### src/rtl/card_pkg.sv
// Shared constants and types for the card draw controller.
//   CARD_W x CARD_H card image held in a 2**ADDR_W deep, COLOR_W wide memory.
//   XY_W-bit screen coordinates; TRANSPARENT marks "no card pixel".
//   card_ctrl_state_t encodes the blanking-only write arbiter.
package card_pkg;

  localparam int unsigned CARD_W  = 16;
  localparam int unsigned CARD_H  = 32;
  localparam int unsigned ADDR_W  = 9;
  localparam int unsigned COLOR_W = 3;
  localparam int unsigned XY_W    = 8;

  // Number of low dx/dy bits that index into the card.
  localparam int unsigned X_BITS = $clog2(CARD_W);
  localparam int unsigned Y_BITS = $clog2(CARD_H);

  localparam logic [COLOR_W-1:0] TRANSPARENT = 3'b000;

  typedef enum logic [1:0] {
    ST_BLANK  = 2'd0,
    ST_WRITE  = 2'd1,
    ST_ACTIVE = 2'd2
  } card_ctrl_state_t;

endpackage

### src/rtl/card_addr_gen.sv
// Read-side hit test and stage-1 address register.
//   i_clock      rising-edge clock
//   i_reset_n    synchronous active-low reset
//   i_pixel_x/y  current pixel coordinate
//   i_card_x/y   latched card origin
//   i_card_en    latched card enable
//   i_video_on   active display area
//   o_raddr      registered card memory read address (holds on a miss)
//   o_re         registered read enable (follows video_on)
//   o_hit1       registered hit flag aligned with o_raddr
module card_addr_gen
  import card_pkg::*;
(
  input  logic              i_clock,
  input  logic              i_reset_n,
  input  logic [XY_W-1:0]   i_pixel_x,
  input  logic [XY_W-1:0]   i_pixel_y,
  input  logic [XY_W-1:0]   i_card_x,
  input  logic [XY_W-1:0]   i_card_y,
  input  logic              i_card_en,
  input  logic              i_video_on,
  output logic [ADDR_W-1:0] o_raddr,
  output logic              o_re,
  output logic              o_hit1
);

  logic [XY_W:0]     w_dx;
  logic [XY_W:0]     w_dy;
  logic              w_in_x;
  logic              w_in_y;
  logic              w_hit;
  logic [ADDR_W-1:0] w_addr;

  logic [ADDR_W-1:0] r_raddr;
  logic              r_re;
  logic              r_hit1;

  // One extra bit keeps the borrow: a pixel left of / above the origin
  // sets the MSB and fails the range test, so cards clip instead of wrap.
  assign w_dx = {1'b0, i_pixel_x} - {1'b0, i_card_x};
  assign w_dy = {1'b0, i_pixel_y} - {1'b0, i_card_y};

  // Upper bits all zero <=> no borrow and offset below the card size.
  assign w_in_x = (w_dx[XY_W:X_BITS] == '0);
  assign w_in_y = (w_dy[XY_W:Y_BITS] == '0);

  assign w_hit  = w_in_x && w_in_y && i_video_on && i_card_en;
  assign w_addr = {w_dy[Y_BITS-1:0], w_dx[X_BITS-1:0]};

  always_ff @(posedge i_clock) begin
    if (!i_reset_n) begin
      r_raddr <= '0;
      r_re    <= 1'b0;
      r_hit1  <= 1'b0;
    end else begin
      r_re   <= i_video_on;
      r_hit1 <= w_hit;
      if (w_hit) begin
        r_raddr <= w_addr;
      end
    end
  end

  assign o_raddr = r_raddr;
  assign o_re    = r_re;
  assign o_hit1  = r_hit1;

endmodule

### src/rtl/card_draw_ctrl.sv
// Card image memory sequencer.
//   Read side : maps VGA pixel coordinates to card memory addresses for a
//               card placed at a per-frame origin; 3-cycle pixel latency.
//   Write side: grants host writes only while video is blanked.
// Ports:
//   clock, reset_n                 clock, synchronous active-low reset
//   pixel_x, pixel_y, video_on     VGA timing inputs
//   frame_start                    origin/enable latch strobe
//   card_x, card_y, card_en        card placement (sampled on frame_start)
//   wr_req, wr_addr, wr_data       host write request (held until wr_ack)
//   wr_ack                         1-cycle write-performed pulse
//   mem_we/mem_waddr/mem_wdata     memory write port
//   mem_re/mem_raddr/mem_rdata     memory read port (1-cycle latency)
//   pix_hit, pix_color             card pixel to the colour mux
module card_draw_ctrl
  import card_pkg::*;
(
  input  logic               clock,
  input  logic               reset_n,
  input  logic [XY_W-1:0]    pixel_x,
  input  logic [XY_W-1:0]    pixel_y,
  input  logic               video_on,
  input  logic               frame_start,
  input  logic [XY_W-1:0]    card_x,
  input  logic [XY_W-1:0]    card_y,
  input  logic               card_en,
  input  logic               wr_req,
  input  logic [ADDR_W-1:0]  wr_addr,
  input  logic [COLOR_W-1:0] wr_data,
  output logic               wr_ack,
  output logic               mem_we,
  output logic               mem_re,
  output logic [ADDR_W-1:0]  mem_waddr,
  output logic [COLOR_W-1:0] mem_wdata,
  output logic [ADDR_W-1:0]  mem_raddr,
  input  logic [COLOR_W-1:0] mem_rdata,
  output logic               pix_hit,
  output logic [COLOR_W-1:0] pix_color
);

  // ---------------- origin latch ----------------
  logic [XY_W-1:0] r_card_x;
  logic [XY_W-1:0] r_card_y;
  logic            r_card_en;

  always_ff @(posedge clock) begin
    if (!reset_n) begin
      r_card_x  <= '0;
      r_card_y  <= '0;
      r_card_en <= 1'b0;
    end else if (frame_start) begin
      r_card_x  <= card_x;
      r_card_y  <= card_y;
      r_card_en <= card_en;
    end
  end

  // ---------------- read pipeline ----------------
  logic               w_hit1;
  logic               r_hit2;
  logic               r_pix_hit;
  logic [COLOR_W-1:0] r_pix_color;

  card_addr_gen u_addr_gen (
    .i_clock    (clock),
    .i_reset_n  (reset_n),
    .i_pixel_x  (pixel_x),
    .i_pixel_y  (pixel_y),
    .i_card_x   (r_card_x),
    .i_card_y   (r_card_y),
    .i_card_en  (r_card_en),
    .i_video_on (video_on),
    .o_raddr    (mem_raddr),
    .o_re       (mem_re),
    .o_hit1     (w_hit1)
  );

  // r_hit2 rides alongside the memory access cycle so it lines up with
  // mem_rdata at the stage-2 register.
  always_ff @(posedge clock) begin
    if (!reset_n) begin
      r_hit2      <= 1'b0;
      r_pix_hit   <= 1'b0;
      r_pix_color <= '0;
    end else begin
      r_hit2      <= w_hit1;
      r_pix_hit   <= r_hit2 && (mem_rdata != TRANSPARENT);
      r_pix_color <= r_hit2 ? mem_rdata : '0;
    end
  end

  assign pix_hit   = r_pix_hit;
  assign pix_color = r_pix_color;

  // ---------------- write arbiter ----------------
  card_ctrl_state_t   r_state;
  card_ctrl_state_t   w_next_state;
  logic               w_grant;
  logic               w_write;
  logic [ADDR_W-1:0]  r_waddr;
  logic [COLOR_W-1:0] r_wdata;

  assign w_grant = (r_state == ST_BLANK) && wr_req && !video_on;

  always_ff @(posedge clock) begin
    if (!reset_n) begin
      r_state <= ST_BLANK;
    end else begin
      r_state <= w_next_state;
    end
  end

  always_comb begin
    w_next_state = r_state;
    unique case (r_state)
      ST_BLANK: begin
        if (wr_req && !video_on) begin
          w_next_state = ST_WRITE;
        end else if (video_on) begin
          w_next_state = ST_ACTIVE;
        end
      end
      ST_WRITE:  w_next_state = video_on ? ST_ACTIVE : ST_BLANK;
      ST_ACTIVE: begin
        if (!video_on) begin
          w_next_state = ST_BLANK;
        end
      end
      default:   w_next_state = ST_BLANK;
    endcase
  end

  // Gating with reset_n aborts a write whose cycle coincides with reset,
  // so the memory never sees WE at that edge.
  always_comb begin
    w_write = 1'b0;
    if ((r_state == ST_WRITE) && reset_n) begin
      w_write = 1'b1;
    end
  end

  always_ff @(posedge clock) begin
    if (!reset_n) begin
      r_waddr <= '0;
      r_wdata <= '0;
    end else if (w_grant) begin
      r_waddr <= wr_addr;
      r_wdata <= wr_data;
    end
  end

  assign wr_ack    = w_write;
  assign mem_we    = w_write;
  assign mem_waddr = r_waddr;
  assign mem_wdata = r_wdata;

endmodule
### config.mk
export PLATFORM = sky130hd
export DESIGN_NAME = card_draw_ctrl
export DESIGN_NICKNAME = d
export VERILOG_FILES = /design/src/rtl/card_pkg.sv /design/src/rtl/card_addr_gen.sv /design/src/rtl/card_draw_ctrl.sv
export SDC_FILE = /design/constraint.sdc
export NUM_CORES = 1
export LEC_CHECK = 0
export ABC_AREA = 1
export CORE_AREA = 2 2 75 77
export CTS_CLUSTER_SIZE = 8
export DETAILED_ROUTE_END_ITERATION = 8
export DIE_AREA = 0 0 77 79
export GPL_ROUTABILITY_DRIVEN = 0
export PLACE_DENSITY = 0.85
export SLEW_MARGIN = 10
export SYNTH_ARGS = -nofsm -noshare
export SYNTH_HDL_FRONTEND = slang
export SYNTH_SLANG_ARGS = --single-unit
### constraint.sdc
create_clock -name clock -period 5.6 [get_ports clock]
set_clock_uncertainty 0.15 [all_clocks]
set_input_delay 1.12 -clock clock [delete_from_list [all_inputs] [get_ports clock]]
set_output_delay 1.12 -clock clock [all_outputs]
set_load 0.02 [all_outputs]
==> results by group <==
Critical path
  • Critical path type: primary input to primary output
  • Startpoint Class: primary input
  • Worst EP arrival: 2.78 ns
  • Crit path capture type: primary output
  • Crit Path Max Fanout: 43
  • Critical Path RT: 4.33 ns

Detailed routing
  • WL per Instance: between 10 and 15 microns
  • Via density: approximately 4.7
  • Vias: 2463
  • Post-route DRC: 0
  • Final wirelength: 5970 microns
  • Routed Antenna Nets: 0
  • Starting DRT DRC Count: 72
  • Drt first pass iters: 4

Synthesis
  • Cells after synthesis: roughly 380
  • Post-synthesis async set-or-reset flop share: 0
  • Syn. warnings: 0
  • Number of synthesized flops with an enable pin: 0
  • Main area contributors after synthesis: dfxtp_1, nand2_1, inv_1, ha_1, nor2_1
  • Flops & latches, synth: between 40 and 50
  • Syn Nets: ~450
  • Mean Syn Cell Area: around 7 sq um
  • Distinct cells, synth: 28
  • Leading area contributor after synthesis: dfxtp_1
  • Cell area after synthesis: between 2000 and 3000 sq um
  • Primary FF master, synth: dfxtp_1
  • Register area share after synthesis: 0.358
  • Synth top area share: 0.358

Place
  • Port Buf Inserts: 80
  • Placed cell area: roughly 3500 sq um
  • Post-detail-place hpwl: 4630 microns

Timing
  • Max-slew headroom: 0.449
  • RSZ-0062 raised after global routing: false
  • Final hold viol count: 0
  • Max Clock Freq: around 250 MHz
  • Final min period: 4.05 ns
  • Tcrit/Tclk final: 0.723
  • Final Max Slew Viols: 0
  • Final setup vio count: 0
  • Setup TNS: 0 ns
  • Slew @ Worst Pin: ~0.82 ns

Power
  • Comb power frac: 0.261
  • Maximum VDD drop: around 0.00013 V
  • Total power: 829 uW
  • Pwr per Cell Area: roughly 230 nW/um^2
  • Leak pwr: ~0.0016 uW
  • Clock share of power: 0.310
  • Reg power frac: 0.429
  • Pint: 583 uW
  • Sw Share: 0.297
  • Psw: ~250 uW

Clock network
  • Root buffer cell: clkbuf_8
  • Hold buffers post-CTS: 0
  • Worst-path clk slew: approximately 0.090 ns
  • Num CTS Buffers: 5
  • Clock latency on the worst-skew pair: approximately 0.30 ns
  • Postcts setup bufs: 0
  • Cts repair resizes: 0
  • Clk buf depth: 2
  • CTS H-tree lvls: 2
  • CTS tree: yes
  • Clk sinks: 47

Global routing
  • Largest net degree at the start of global routing: 44
  • Total congestion overflow: 0
  • All-Layer GR Usage: 0.203
  • Number of global-route vias before repair: roughly 2400
  • First-pass GRT wire length: approximately 10000 microns
  • Initial antenna violation count: 0

Run
  • Max_cap viols: 0

Floorplanning
  • FP Rows: 27
  • Die X: 77 microns
  • Die Area: 6080 sq um
  • I/O pin cnt: about 80
  • Die H: ~79 microns
  • Core area: 5340 sq um
  • Initial Util: 0.492

Layout
  • # nets final: roughly 520
  • Final Instance Area: roughly 3600 sq um
  • Layout area overhead: 36.5%
  • Filler cell count: between 400 and 500
  • Diodes inserted: 0
  • Commonest non-fill, non-tap cell in the layout: clkdlybuf4s50_1
  • Share of cells above drive strength 1: 0.104
  • Post-layout util: 0.672
  • Commonest cells after routing, fill and taps aside: clkdlybuf4s50_1, nand2_1, inv_1, nor2_1, dfxtp_1

Worst hold path
  • Worst Hold Class: flip-flop to flip-flop

Outcome
  • Status: finished, final reports clean
==> power by group through the flow <==
stage | logic [uW] | registers, uW | clock network [uW]
floorplan | 133 | 370 | 0
global placement | 210 | 363 | 0
detailed placement | 216 | 363 | 0
CTS | 218 | 356 | 265
global route | 244 | 357 | 280
finish | 216 | 356 | 257
==> cell type report <==
cell class / count / area, sq um / share of cell area
clock buffer: 5 / 68.8 / 0.0192
sequential: 47 / 941 / 0.262
multi-input combinational: 255 / 1400 / 0.389
clock inverter: 3 / 47.5 / 0.0133
inverter: 63 / 236 / 0.0659
timing repair buffer: 81 / 808 / 0.225
tap: 72 / 90.1 / 0.0251
==> worst max-delay path: stages <==
cell and delay [ns]:
clkdlybuf4s50_1 0.45, buf_4 0.33, nand2_1 0.09, nor2_1 0.14, clkdlybuf4s50_1 0.63
==> synth_stat cells (2+ instances only) <==
| cell type | n |
|---|---|
| xnor2_1 | 2 |
| a21oi_1 | 21 |
| nand4_1 | 3 |
| nand2_2 | 9 |
| buf_1 | 2 |
| clkbuf_1 | 7 |
| nand3_2 | 2 |
| nor2_4 | 3 |
| inv_1 | 60 |
| nor2_2 | 17 |
| o21ai_0 | 30 |
| ha_1 | 16 |
| nand2_1 | 74 |
| fa_1 | 2 |
| nand3_1 | 19 |
| xor2_1 | 3 |
| nor2_1 | 47 |
| inv_2 | 3 |
| dfxtp_1 | 47 |
==> metrics by stage <==
stage / hold WS (ns) / std cells / setup WS (ns)
final: 0.288 / 526 / 1.55
after global routing: 0.328 / 526 / 1.44
after CTS: 0.295 / 526 / 1.53
after detailed placement: 0.275 / 518 / 1.54
after global placement: 0.270 / 518 / 1.58
after floorplan: 0.240 / 376 / 2.34
==> worst paths after layout <==
kind / start / endpoint / slack [ns] / cells past startpoint
worst max-delay path: reset_n / wr_ack / 1.55 / 5
worst min-delay path: u_addr_gen.o_hit1 / r_hit2 / 0.29 / 2
worst max register to register: r_card_x[0] / u_addr_gen.o_raddr[0] / 3.10 / 14
worst min register to register: u_addr_gen.o_hit1 / r_hit2 / 0.29 / 2
==> metal layers <==
| layer | vias to the layer above | share of wire | GRT usage |
|---|---|---|---|
| li1 | 1319 | - | - |
| met1 | 1092 | 0.44 | 0.231 |
| met2 | 50 | 0.52 | 0.392 |
| met3 | 2 | 0.033 | 0.0364 |
| met4 | 0 | 0.0059 | 0.0500 |
| met5 | - | 0 | 0 |
==> cell families after synthesis <==
| kind of cell | count (synthesis) | synth area share |
|---|---|---|
| AND/OR/NAND/NOR | 178 | 0.317 |
| adder cells (fa/ha/maj) | 18 | 0.0914 |
| AO/OA/AOI/OAI | 54 | 0.106 |
| buffers and inverters | 74 | 0.111 |
| XOR/XNOR | 5 | 0.0167 |
| flip-flops | 47 | 0.358 |
==> flip-flops by register name, indices dropped and copies added (netlist names) <==
register,count
r_card_en,1
u_addr_gen.o_re,1
pix_color,3
r_hit2,1
mem_waddr,9
r_state,2
u_addr_gen.o_hit1,1
u_addr_gen.o_raddr,9
pix_hit,1
mem_wdata,3
r_card_y,8
r_card_x,8
Note: power is estimated with default switching activity, not from simulation.
